File: config.mk
export PLATFORM = sky130hd
export DESIGN_NAME = dmem_arbiter_flat
export DESIGN_NICKNAME = d
export VERILOG_FILES = /design/src/rtl/dmem_arbiter_if.sv /design/src/rtl/dmem_arbiter.sv /design/src/flat_wrapper.sv
export SDC_FILE = /design/constraint.sdc
export NUM_CORES = 1
export LEC_CHECK = 0
export ABC_CLOCK_PERIOD_IN_PS = 4800
export CAP_MARGIN = 20
export CORE_AREA = 8 8 112 114
export DETAILED_ROUTE_END_ITERATION = 8
export DIE_AREA = 0 0 120 122
export SLEW_MARGIN = 40
export SYNTH_ARGS = -nofsm -noshare
export SYNTH_HDL_FRONTEND = slang
export SYNTH_SLANG_ARGS = --single-unit
File: constraint.sdc
create_clock -name clk_i -period 4.8 [get_ports clk_i]
set_clock_uncertainty 0.15 [all_clocks]
set_input_delay 0.96 -clock clk_i [delete_from_list [all_inputs] [get_ports clk_i]]
set_output_delay 0.96 -clock clk_i [all_outputs]
set_load 0.05 [all_outputs]
File: src/rtl/dmem_arbiter_if.sv
// Bus bundle between the CPU/debug requesters, the data memory and dmem_arbiter.
// Handshake: a requester holds req with stable we/addr/wdata until gnt; the access occurs in the gnt cycle, and read data returns with rvalid one cycle later.
interface dmem_arbiter_if #(
  parameter int ADDR_W = 32,
  parameter int DATA_W = 32
);
  logic              cpu_req;
  logic              cpu_we;
  logic [ADDR_W-1:0] cpu_addr;
  logic [DATA_W-1:0] cpu_wdata;
  logic              cpu_gnt;
  logic              cpu_stall;
  logic              cpu_rvalid;
  logic [DATA_W-1:0] cpu_rdata;

  logic              dbg_req;
  logic              dbg_we;
  logic              dbg_lock;
  logic [ADDR_W-1:0] dbg_addr;
  logic [DATA_W-1:0] dbg_wdata;
  logic              dbg_gnt;
  logic              dbg_rvalid;
  logic [DATA_W-1:0] dbg_rdata;

  logic              mem_en;
  logic              mem_we;
  logic [ADDR_W-1:0] mem_addr;
  logic [DATA_W-1:0] mem_wdata;
  logic [DATA_W-1:0] mem_rdata;

  modport slave (
    input  cpu_req, cpu_we, cpu_addr, cpu_wdata,
    input  dbg_req, dbg_we, dbg_lock, dbg_addr, dbg_wdata,
    input  mem_rdata,
    output cpu_gnt, cpu_stall, cpu_rvalid, cpu_rdata,
    output dbg_gnt, dbg_rvalid, dbg_rdata,
    output mem_en, mem_we, mem_addr, mem_wdata
  );

  modport master (
    output cpu_req, cpu_we, cpu_addr, cpu_wdata,
    output dbg_req, dbg_we, dbg_lock, dbg_addr, dbg_wdata,
    output mem_rdata,
    input  cpu_gnt, cpu_stall, cpu_rvalid, cpu_rdata,
    input  dbg_gnt, dbg_rvalid, dbg_rdata,
    input  mem_en, mem_we, mem_addr, mem_wdata
  );
endinterface

File: src/rtl/dmem_arbiter.sv
// Data-memory arbiter: CPU priority, debug lock for bursts, read data routed back one cycle later.
// Define DMEM_ARB_STARVE_EN to force a debug grant after MAX_WAIT stalled cycles.
module dmem_arbiter #(
  parameter  int ADDR_W   = 32,
  parameter  int DATA_W   = 32,
  parameter  int MAX_WAIT = 8,
  localparam int WCNT_W   = $clog2(MAX_WAIT + 1)
) (
  input  logic              clk_i,
  input  logic              rst_i,
  dmem_arbiter_if.slave     bus,
  output logic              state_o,
  output logic [WCNT_W-1:0] wait_cnt_o
);

  typedef enum logic {ARB = 1'b0, LOCKED = 1'b1} state_e;

  state_e     state_q, state_d;
  logic [1:0] rd_owner_q, rd_owner_d;
  logic       forced;
  logic       hold_lock;
  logic       cpu_gnt;
  logic       dbg_gnt;

`ifdef DMEM_ARB_STARVE_EN
  logic [WCNT_W-1:0] wait_cnt_q, wait_cnt_d;

  assign forced = (wait_cnt_q == WCNT_W'(MAX_WAIT)) & bus.dbg_req;

  always_comb begin
    wait_cnt_d = '0;
    if (bus.dbg_req && !dbg_gnt)
      wait_cnt_d = (wait_cnt_q == WCNT_W'(MAX_WAIT)) ? wait_cnt_q : wait_cnt_q + 1'b1;
  end

  always_ff @(posedge clk_i) begin
    if (rst_i) wait_cnt_q <= '0;
    else       wait_cnt_q <= wait_cnt_d;
  end

  assign wait_cnt_o = wait_cnt_q;
`else
  assign forced     = 1'b0;
  assign wait_cnt_o = '0;
`endif

  // A locked cycle that loses dbg_req or dbg_lock falls through to normal arbitration.
  assign hold_lock = (state_q == LOCKED) & bus.dbg_req & bus.dbg_lock;

  always_comb begin
    cpu_gnt = 1'b0;
    dbg_gnt = 1'b0;
    if (!rst_i) begin
      if (hold_lock || forced) dbg_gnt = 1'b1;
      else if (bus.cpu_req)    cpu_gnt = 1'b1;
      else if (bus.dbg_req)    dbg_gnt = 1'b1;
    end
  end

  always_comb begin
    state_d    = (dbg_gnt && bus.dbg_lock) ? LOCKED : ARB;
    rd_owner_d = {dbg_gnt & ~bus.dbg_we, cpu_gnt & ~bus.cpu_we};
  end

  always_ff @(posedge clk_i) begin
    if (rst_i) begin
      state_q    <= ARB;
      rd_owner_q <= 2'b00;
    end else begin
      state_q    <= state_d;
      rd_owner_q <= rd_owner_d;
    end
  end

  always_comb begin
    bus.mem_we    = 1'b0;
    bus.mem_addr  = '0;
    bus.mem_wdata = '0;
    if (cpu_gnt) begin
      bus.mem_we    = bus.cpu_we;
      bus.mem_addr  = bus.cpu_addr;
      bus.mem_wdata = bus.cpu_wdata;
    end else if (dbg_gnt) begin
      bus.mem_we    = bus.dbg_we;
      bus.mem_addr  = bus.dbg_addr;
      bus.mem_wdata = bus.dbg_wdata;
    end
  end

  assign bus.mem_en     = cpu_gnt | dbg_gnt;
  assign bus.cpu_gnt    = cpu_gnt;
  assign bus.dbg_gnt    = dbg_gnt;
  assign bus.cpu_stall  = bus.cpu_req & ~cpu_gnt;

  // Reset in the return cycle drops the pending rvalid.
  assign bus.cpu_rvalid = rd_owner_q[0] & ~rst_i;
  assign bus.dbg_rvalid = rd_owner_q[1] & ~rst_i;
  assign bus.cpu_rdata  = bus.cpu_rvalid ? bus.mem_rdata : '0;
  assign bus.dbg_rdata  = bus.dbg_rvalid ? bus.mem_rdata : '0;

  assign state_o = state_q;

endmodule

File: src/flat_wrapper.sv
// flat-port wrapper written by rule: the top's interface ports become plain ports
module dmem_arbiter_flat 
#(
  parameter  int ADDR_W   = 32,
  parameter  int DATA_W   = 32,
  parameter  int MAX_WAIT = 8,
  localparam int WCNT_W   = $clog2(MAX_WAIT + 1)
)
  (clk_i, rst_i, state_o, wait_cnt_o, bus_cpu_req, bus_cpu_we, bus_cpu_addr, bus_cpu_wdata, bus_dbg_req, bus_dbg_we, bus_dbg_lock, bus_dbg_addr, bus_dbg_wdata, bus_mem_rdata, bus_cpu_gnt, bus_cpu_stall, bus_cpu_rvalid, bus_cpu_rdata, bus_dbg_gnt, bus_dbg_rvalid, bus_dbg_rdata, bus_mem_en, bus_mem_we, bus_mem_addr, bus_mem_wdata);
  dmem_arbiter_if #(.ADDR_W(ADDR_W), .DATA_W(DATA_W)) bus_i ();
  input  logic clk_i;
  input  logic rst_i;
  output logic state_o;
  output logic [WCNT_W-1:0] wait_cnt_o;
  input wire logic [$bits(bus_i.cpu_req)-1:0] bus_cpu_req;
  input wire logic [$bits(bus_i.cpu_we)-1:0] bus_cpu_we;
  input wire logic [$bits(bus_i.cpu_addr)-1:0] bus_cpu_addr;
  input wire logic [$bits(bus_i.cpu_wdata)-1:0] bus_cpu_wdata;
  input wire logic [$bits(bus_i.dbg_req)-1:0] bus_dbg_req;
  input wire logic [$bits(bus_i.dbg_we)-1:0] bus_dbg_we;
  input wire logic [$bits(bus_i.dbg_lock)-1:0] bus_dbg_lock;
  input wire logic [$bits(bus_i.dbg_addr)-1:0] bus_dbg_addr;
  input wire logic [$bits(bus_i.dbg_wdata)-1:0] bus_dbg_wdata;
  input wire logic [$bits(bus_i.mem_rdata)-1:0] bus_mem_rdata;
  output wire logic [$bits(bus_i.cpu_gnt)-1:0] bus_cpu_gnt;
  output wire logic [$bits(bus_i.cpu_stall)-1:0] bus_cpu_stall;
  output wire logic [$bits(bus_i.cpu_rvalid)-1:0] bus_cpu_rvalid;
  output wire logic [$bits(bus_i.cpu_rdata)-1:0] bus_cpu_rdata;
  output wire logic [$bits(bus_i.dbg_gnt)-1:0] bus_dbg_gnt;
  output wire logic [$bits(bus_i.dbg_rvalid)-1:0] bus_dbg_rvalid;
  output wire logic [$bits(bus_i.dbg_rdata)-1:0] bus_dbg_rdata;
  output wire logic [$bits(bus_i.mem_en)-1:0] bus_mem_en;
  output wire logic [$bits(bus_i.mem_we)-1:0] bus_mem_we;
  output wire logic [$bits(bus_i.mem_addr)-1:0] bus_mem_addr;
  output wire logic [$bits(bus_i.mem_wdata)-1:0] bus_mem_wdata;
  assign bus_i.cpu_req = bus_cpu_req;
  assign bus_i.cpu_we = bus_cpu_we;
  assign bus_i.cpu_addr = bus_cpu_addr;
  assign bus_i.cpu_wdata = bus_cpu_wdata;
  assign bus_i.dbg_req = bus_dbg_req;
  assign bus_i.dbg_we = bus_dbg_we;
  assign bus_i.dbg_lock = bus_dbg_lock;
  assign bus_i.dbg_addr = bus_dbg_addr;
  assign bus_i.dbg_wdata = bus_dbg_wdata;
  assign bus_i.mem_rdata = bus_mem_rdata;
  assign bus_cpu_gnt = bus_i.cpu_gnt;
  assign bus_cpu_stall = bus_i.cpu_stall;
  assign bus_cpu_rvalid = bus_i.cpu_rvalid;
  assign bus_cpu_rdata = bus_i.cpu_rdata;
  assign bus_dbg_gnt = bus_i.dbg_gnt;
  assign bus_dbg_rvalid = bus_i.dbg_rvalid;
  assign bus_dbg_rdata = bus_i.dbg_rdata;
  assign bus_mem_en = bus_i.mem_en;
  assign bus_mem_we = bus_i.mem_we;
  assign bus_mem_addr = bus_i.mem_addr;
  assign bus_mem_wdata = bus_i.mem_wdata;
  dmem_arbiter #(.ADDR_W(ADDR_W), .DATA_W(DATA_W), .MAX_WAIT(MAX_WAIT)) u_core (.clk_i(clk_i), .rst_i(rst_i), .bus(bus_i), .state_o(state_o), .wait_cnt_o(wait_cnt_o));
endmodule
# After elaboration in Yosys (flattened, before gate mapping)
# Index checks and enable logic that the tools add are counted.
# Widths: inputs -> output; s select.
[word_totals]
ff_bits = 3
out_inout_bits = 140
word_cells = 31
[op_classes]
n_mux = 16
bitwise = 12
n_reduce_logical = 1
[ops]
columns = ["cell", "count"]
rows = [
  ["$mux 32", 6],
  ["$mux 1", 10],
  ["$and 1x1->1", 7],
  ["$not 1->1", 4],
  ["$logic_and 1x1->1", 1],
  ["$or 1x1->1", 1],
]

# Depth between registers and ports, before layout
# Gate-level depths: netlist of the first run.
[depth]
depth_word = 6
depth_mapped = 5

# Worst setup path before layout of the first run
# No wires, ideal clock.
[synth_timing]
path_type = "in2out"
from = "input port rst_i"
to = "output port bus_cpu_rdata[22]"
arrival_ns = 2.291
t_required_ns = 3.690
slack_ns = 1.399
stages = 3
cell_sequence = "nor2b_1 clkbuf_1 and2_1"
[synth_between]
elab_chain_cells = 3
[synth_rtl]
columns = ["element", "line", "source"]
rows = [
  ["start: declaration", "flat_wrapper.sv:12", "input logic rst_i;"],
  ["$not 1->1", "dmem_arbiter.sv:96", "assign bus.cpu_rvalid = rd_owner_q[0] & ~rst_i;"],
  ["$and 1x1->1", "dmem_arbiter.sv:96", ""],
  ["via bus_cpu_rvalid", "flat_wrapper.sv:27", "output wire logic [$bits(bus_i.cpu_rvalid)-1:0] bus_cpu_rvalid;"],
  ["$mux 32", "dmem_arbiter.sv:98", "assign bus.cpu_rdata = bus.cpu_rvalid ? bus.mem_rdata : '0;"],
  ["end: declaration", "flat_wrapper.sv:28", "output wire logic [$bits(bus_i.cpu_rdata)-1:0] bus_cpu_rdata;"],
]
# The timed path passes the listed nets, and every way through them passes these cells.

# Worst setup path in the final report of the first run
[layout_timing]
from = "input port bus_cpu_req"
to = "output port bus_mem_addr[1]"
[layout_between]
elab_chain_cells = 5
word_cells_on_any_way = 8
[layout_rtl]
columns = ["element", "line", "source"]
rows = [
  ["start: declaration", "flat_wrapper.sv:15", "input wire logic [$bits(bus_i.cpu_req)-1:0] bus_cpu_req;"],
  ["$mux 1", "dmem_arbiter.sv:55", "else if (bus.cpu_req) cpu_gnt = 1'b1;"],
  ["$mux 1", "dmem_arbiter.sv:54", "if (hold_lock || forced) dbg_gnt = 1'b1;"],
  ["$mux 1", "dmem_arbiter.sv:53", "if (!rst_i) begin"],
  ["$mux 32", "dmem_arbiter.sv:83", "end else if (dbg_gnt) begin"],
  ["$mux 32 (*)", "dmem_arbiter.sv:79", "if (cpu_gnt) begin"],
  ["end: declaration", "flat_wrapper.sv:34", "output wire logic [$bits(bus_i.mem_addr)-1:0] bus_mem_addr;"],
]
# Mark *: on every way between the ends. The rest lies on a longest branch, timed or not.

==> results of run 1 <==
## cells by family after synthesis
kind of cell | share of synthesized area
other | 0.00300
buffers and inverters | 0.103
AOI/OAI and AO/OA | 0.484
DFF | 0.0481
and+or+nand+nor | 0.362
## Yosys cell counts
| master | n | area, um2 |
|---|---|---|
| sky130_fd_sc_hd__nand2b_1 | 1 | 6.26 |
| sky130_fd_sc_hd__or2_2 | 1 | 6.26 |
| sky130_fd_sc_hd__a311oi_4 | 1 | 26.3 |
| sky130_fd_sc_hd__conb_1 | 1 | 3.75 |
| sky130_fd_sc_hd__a22o_1 | 65 | 569 |
| sky130_fd_sc_hd__and2_1 | 65 | 407 |
| sky130_fd_sc_hd__dfxtp_1 | 3 | 60.1 |
| sky130_fd_sc_hd__inv_2 | 1 | 3.75 |
| sky130_fd_sc_hd__a21oi_2 | 1 | 8.76 |
| sky130_fd_sc_hd__nor2b_1 | 4 | 25.0 |
| sky130_fd_sc_hd__nand2_1 | 1 | 3.75 |
| sky130_fd_sc_hd__clkbuf_1 | 10 | 37.5 |
| sky130_fd_sc_hd__nor2_1 | 1 | 3.75 |
| sky130_fd_sc_hd__buf_4 | 7 | 52.6 |
| sky130_fd_sc_hd__buf_2 | 7 | 35.0 |
## metrics by stage
stage                     hold slack [ns]  instance area (um2)  worst slack (ns)  power (mW)
final                               0.855                 5520             0.896       0.643
after global routing                0.910                 5520             0.795       0.670
after CTS                           0.863                 5520             0.892       0.652
after detailed placement            0.864                 5470             0.896       0.576
after global placement              0.848                 5470             0.903       0.572
after floorplan                     0.882                 1260              1.40       0.252
## area by class of cell
class	instances	area, um2	area share
timing repair buffer	308	4160	0.753
multi-input combinational	144	1080	0.195
tap	140	175	0.0317
sequential	3	60.1	0.0109
clock buffer	4	45.0	0.00816
inverter	1	3.75	0.000680
## metal layers
| layer | vias up | wire length (um) | share of wire |
|---|---|---|---|
| met5 | - | 13 | 0.0011 |
| met4 | 2 | 57 | 0.0047 |
| met3 | 4 | 1400 | 0.12 |
| met1 | 1075 | 4350 | 0.36 |
| li1 | 1199 | - | - |
| met2 | 178 | 6190 | 0.52 |
## power by group
part	switching [mW]	internal, mW
Combinational	0.260	0.284
Sequential	0.000460	0.0259
Clock	0.0164	0.0566
## critical path: stages
cell                              delay, ns
sky130_fd_sc_hd__clkdlybuf4s50_1       0.54
sky130_fd_sc_hd__inv_2                 0.07
sky130_fd_sc_hd__a311oi_4              0.27
sky130_fd_sc_hd__buf_4                 0.49
sky130_fd_sc_hd__a22o_1                0.23
sky130_fd_sc_hd__buf_4                 0.20
## worst paths after layout
path | endpoint | slack, ns | depth (start not counted)
max reg2reg | u_core.rd_owner_q[0]$_SDFF_PP0_ | 3.23 | 3
max | bus_mem_addr[1] | 0.90 | 6
min reg2reg | u_core.state_o$_SDFF_PP0_ | 0.85 | 4
min | u_core.state_o$_SDFF_PP0_ | 0.85 | 4
## sequential cells by signal, indices dropped and copies added (netlist names)
register           flops
u_core.rd_owner_q      2
u_core.state_o         1
==> out/results.tsv, run 1 <==
stage	metric	value	unit
global_routing	antenna_found_initial	1	
sta	report.final.hold_viol_count	0	
clocking	cts_tree	built	
cells_and_area	area.growth.synth_to_final	342	%
logic_synthesis	post_synth_inst_count	169	
setup_path	arrival	2.79	ns
sta	setup_viol	0	
sta	maxSlewViolCount	0	
place	numPlacedInstances	596	
power	power.static_leakage	2.28	nW
die	floorplan.die.height	122	um
die	initial_core_util	0.117	
global_routing	global_route_wire_length_before_repair	17300	um
setup_path	worstSetupStartpointType	input pin	
cells_and_area	final_common_cell	sky130_fd_sc_hd__clkdlybuf4s50_1	
sta	grt_setup_unrepaired	no	
setup_path	cp_data_required_time	3.69	ns
global_routing	met1_usage	0.155	
setup_path	criticalPathCategory	in -> out	
route	drtIter0Drc	84	
route	drt-wirelength-per-cell	20.0	um
logic_synthesis	synth.yosys.seq_area_share	0.0481	
place	gp_congestion	0.741	
global_routing	grt_overflow_total	0	
clocking	postCtsSetupRepairBufs	0	
setup_path	critical_path.endpoint_type	primary output	
route	via_cell_ratio	4.10	
sta	worst_pin_slew	0.586	ns
clocking	clk_root_buffer_cell	sky130_fd_sc_hd__clkbuf_8	
clocking	cts_inserted_buffers	3	
power	power_density	117	mW/mm2
clocking	clock_latency	0.21	ns
global_routing	use_met3	0.0708	
sta	total_negative_setup_slack	0	ns
clocking	cts.repair.resized	0	
cells_and_area	final_net_count	628	
sta	max_freq	0.256	GHz
sta	maxSlewHeadroom	0.608	
sta	fin_crit_sh	0.813	
worst_hold_path	hp-class	reg -> reg	
die	die_area	0.0146	mm2
clocking	cts_max_level	1	
global_routing	grt.total_usage	0.153	
place	dp.final_hpwl	11100	um
cells_and_area	antenna-diode-count	0	
place	port-buffer-count	302	
global_routing	grt_most_used_layer	met2	
logic_synthesis	syn-cell-area	0.00125	mm2
clocking	total_number_of_clock_tree_sinks	3	
logic_synthesis	yosysWarningCount	0	
die	pin_count	307	
die	placement_rows	38	
cells_and_area	fillerInstances	962	
logic_synthesis	postSynthAreaPerCell	7.39	um2
cells_and_area	final_layout_size_suffix_gt1_frac	0.322	
global_routing	globalRouteMet2Util	0.285	
setup_path	crit_path_max_fanout	52	
cells_and_area	utilization	0.516	
global_routing	grt_start_max_net_pins	53	
route	postRouteAntennaNets	0	
power	vdd.ir_drop.worst	0.0623	mV
logic_synthesis	synth-seq-cells	3	
flow_run	drv_cap	0	
sta	fin_crit	3.90	ns
route	drt_pre_antenna_iters	4	
die	dieWidth	120	um
setup_path	critPathLaunch	bus_cpu_req	
clocking	worst_setup_hold_path_clk_slew	0.03	ns
clocking	ctsLongestPathBuffers	2	
cells_and_area	layout.cells.most_common_list	sky130_fd_sc_hd__clkdlybuf4s50_1, sky130_fd_sc_hd__buf_12, sky130_fd_sc_hd__and2_1, sky130_fd_sc_hd__a22o_1, sky130_fd_sc_hd__buf_4	
die	design.core.area	0.0107	mm2
setup_path	worstReg2RegStart	u_core.state_o$_SDFF_PP0_	
logic_synthesis	synth.lib_cells_used.distinct	15	
route	postRouteWirelength	12000	um
clocking	cts-hold-fix-buffers	0	
route	route.detailed.drc	0	
global_routing	number_of_global_route_vias_before_repair	2776	
outcome	outcome	completed	
route	routed-via-count	2458	
worst_hold_path	hold_crit_start	u_core.state_o$_SDFF_PP0_	
cells_and_area	final_cells	600	
No activity file was read; power rests on OpenSTA's default activity.
==> run 2, diff against run 1 <==
- ABC_CLOCK_PERIOD_IN_PS: 4800 -> 4000
- clock period: 4.8 -> 4 ns (I/O delays scaled with it)
==> run 2 against run 1 <==
  * First-iteration DRC count grew 51%
  * Critical endpoint is now bus_mem_wdata[26]
  * Worst hold slack worse by 0.0013 ns
  * Worst setup slack got worse by 0.40 ns
  * Highest routed layer unchanged
  * Largest cell class unchanged
  * Sequential cell count did not move
==> out/results.tsv, run 2 (same netlist as run 1, synthesis figures left out) <==
stage	metric	value	unit
die	dieWidth	120	um
global_routing	grt.total_usage	0.155	
cells_and_area	antenna-diode-count	0	
clocking	ctsLongestPathBuffers	2	
clocking	cts_inserted_buffers	3	
sta	maxSlewViolCount	0	
cells_and_area	multi_input_area	0.00108	mm2
cells_and_area	final_layout_size_suffix_gt1_frac	0.322	
sta	total_negative_setup_slack	0	ns
global_routing	number_of_global_route_vias_before_repair	2697	
sta	fin_crit	3.50	ns
setup_path	critical_path.max_stage_delay	0.53	ns
worst_hold_path	hp-class	reg -> reg	
setup_path	timing.critical_path.slowest_stage_cell	sky130_fd_sc_hd__clkdlybuf4s50_1	
route	postRouteAntennaNets	0	
clocking	cts_max_level	1	
route	postRouteWirelength	12200	um
die	placement_rows	38	
setup_path	reg2reg_depth	4	
sta	grt_setup_unrepaired	no	
die	design.core.area	0.0107	mm2
cells_and_area	layout.cells.most_common_list	sky130_fd_sc_hd__clkdlybuf4s50_1, sky130_fd_sc_hd__buf_12, sky130_fd_sc_hd__and2_1, sky130_fd_sc_hd__a22o_1, sky130_fd_sc_hd__buf_4	
outcome	outcome	completed	
cells_and_area	regArea	60.1	um2
die	die_area	0.0146	mm2
global_routing	grt_overflow_total	0	
place	gp_congestion	0.753	
worst_hold_path	worst_hold_path.num_cells	3	
power	vdd.ir_drop.worst	0.0728	mV
clocking	cts_tree	built	
cells_and_area	final_common_cell	sky130_fd_sc_hd__clkdlybuf4s50_1	
route	route.detailed.drc	0	
route	drt-wirelength-per-cell	20.3	um
clocking	clk_root_buffer_cell	sky130_fd_sc_hd__clkbuf_8	
setup_path	worstSetupStartpointType	input pin	
cells_and_area	area.growth.synth_to_final	363	%
clocking	postCtsSetupRepairBufs	0	
cells_and_area	regMostFlops	u_core.rd_owner_q	
clocking	cts-hold-fix-buffers	0	
clocking	worst_setup_hold_path_clk_slew	0.03	ns
route	drt_pre_antenna_iters	4	
setup_path	critical_path.cell_chain	clkdlybuf4s50_1, nand2b_1, a21oi_4, buf_4, a22o_1, buf_12	
setup_path	cp_data_required_time	3.05	ns
route	drtIter0Drc	127	
clocking	cts.repair.resized	0	
cells_and_area	fillerInstances	923	
sta	maxSlewHeadroom	0.590	
sta	worst_pin_slew	0.613	ns
global_routing	antenna_found_initial	1	
global_routing	global_route_wire_length_before_repair	17400	um
setup_path	criticalPathCategory	in -> out	
cells_and_area	max_ffs_per_register	2	
die	floorplan.die.height	122	um
die	initial_core_util	0.117	
sta	max_freq	0.286	GHz
die	pin_count	307	
clocking	clock_latency	0.21	ns
cells_and_area	final_net_count	628	
place	dp.final_hpwl	11300	um
setup_path	critical_path.endpoint_type	primary output	
sta	fin_crit_sh	0.876	
clocking	total_number_of_clock_tree_sinks	3	
cells_and_area	utilization	0.540	
route	routed-via-count	2512	
place	port-buffer-count	302	
sta	report.final.hold_viol_count	0	
power	power.static_leakage	2.35	nW
flow_run	drv_cap	0	
sta	setup_viol	0	
power	power_density	141	mW/mm2
route	via_cell_ratio	4.19	
setup_path	crit_path_max_fanout	37	
setup_path	arrival	2.55	ns
global_routing	grt_start_max_net_pins	63	
run 2: cell counts in the layout (fill, tap and decap cells not counted):
No cell type changed its count.
run 2: area by class of cell:
class / instances / share of cell area
Sequential cell: 3 / 0.0104
Inverter: 1 / 0.000649
Tap cell: 140 / 0.0303
Clock buffer: 4 / 0.00779
Timing Repair Buffer: 308 / 0.764
Multi-Input combinational cell: 144 / 0.187
run 2: worst max-delay path: cells and delay by family:
family,cells,cell delay [ns]
AO/OA/AOI/OAI,2,0.44
buffers and inverters,3,1.05
AND/OR/NAND/NOR,1,0.25
run 2: through the flow:
step | hold WS, ns | power [mW] | instances | area [um2] | setup WS (ns)
CTS | 0.832 | 0.824 | 600 | 5780 | 0.420
finish | 0.853 | 0.813 | 600 | 5780 | 0.498
floorplan | 0.722 | 0.303 | 172 | 1260 | 0.919
global placement | 0.827 | 0.727 | 596 | 5740 | 0.434
global route | 0.894 | 0.844 | 600 | 5780 | 0.325
detailed placement | 0.823 | 0.732 | 596 | 5740 | 0.435
run 2: path summary, 6_finish.rpt:
check,start,endpoint,slack (ns)
worst max-delay path,rst_i,bus_mem_wdata[26],0.50
worst min-delay path,u_core.state_o$_SDFF_PP0_,u_core.rd_owner_q[0]$_SDFF_PP0_,0.85
worst max register to register,u_core.state_o$_SDFF_PP0_,u_core.rd_owner_q[1]$_SDFF_PP0_,2.53
worst min register to register,u_core.state_o$_SDFF_PP0_,u_core.rd_owner_q[0]$_SDFF_PP0_,0.85
run 2: where the power goes:
group          leakage (nW)  internal, mW  switching (mW)  total (mW)
Sequential           0.0245        0.0311        0.000557      0.0317
Clock                0.0228        0.0679          0.0194      0.0873
Combinational          2.30         0.373           0.321       0.694
run 2: metal layers:
layer / vias to the layer above / share of wire / global-route usage
li1: 1196 / - / -
met5: - / 0.00082 / 0
met3: 8 / 0.12 / 0.0740
met4: 2 / 0.0094 / 0.0351
met1: 1121 / 0.35 / 0.155
met2: 185 / 0.52 / 0.286
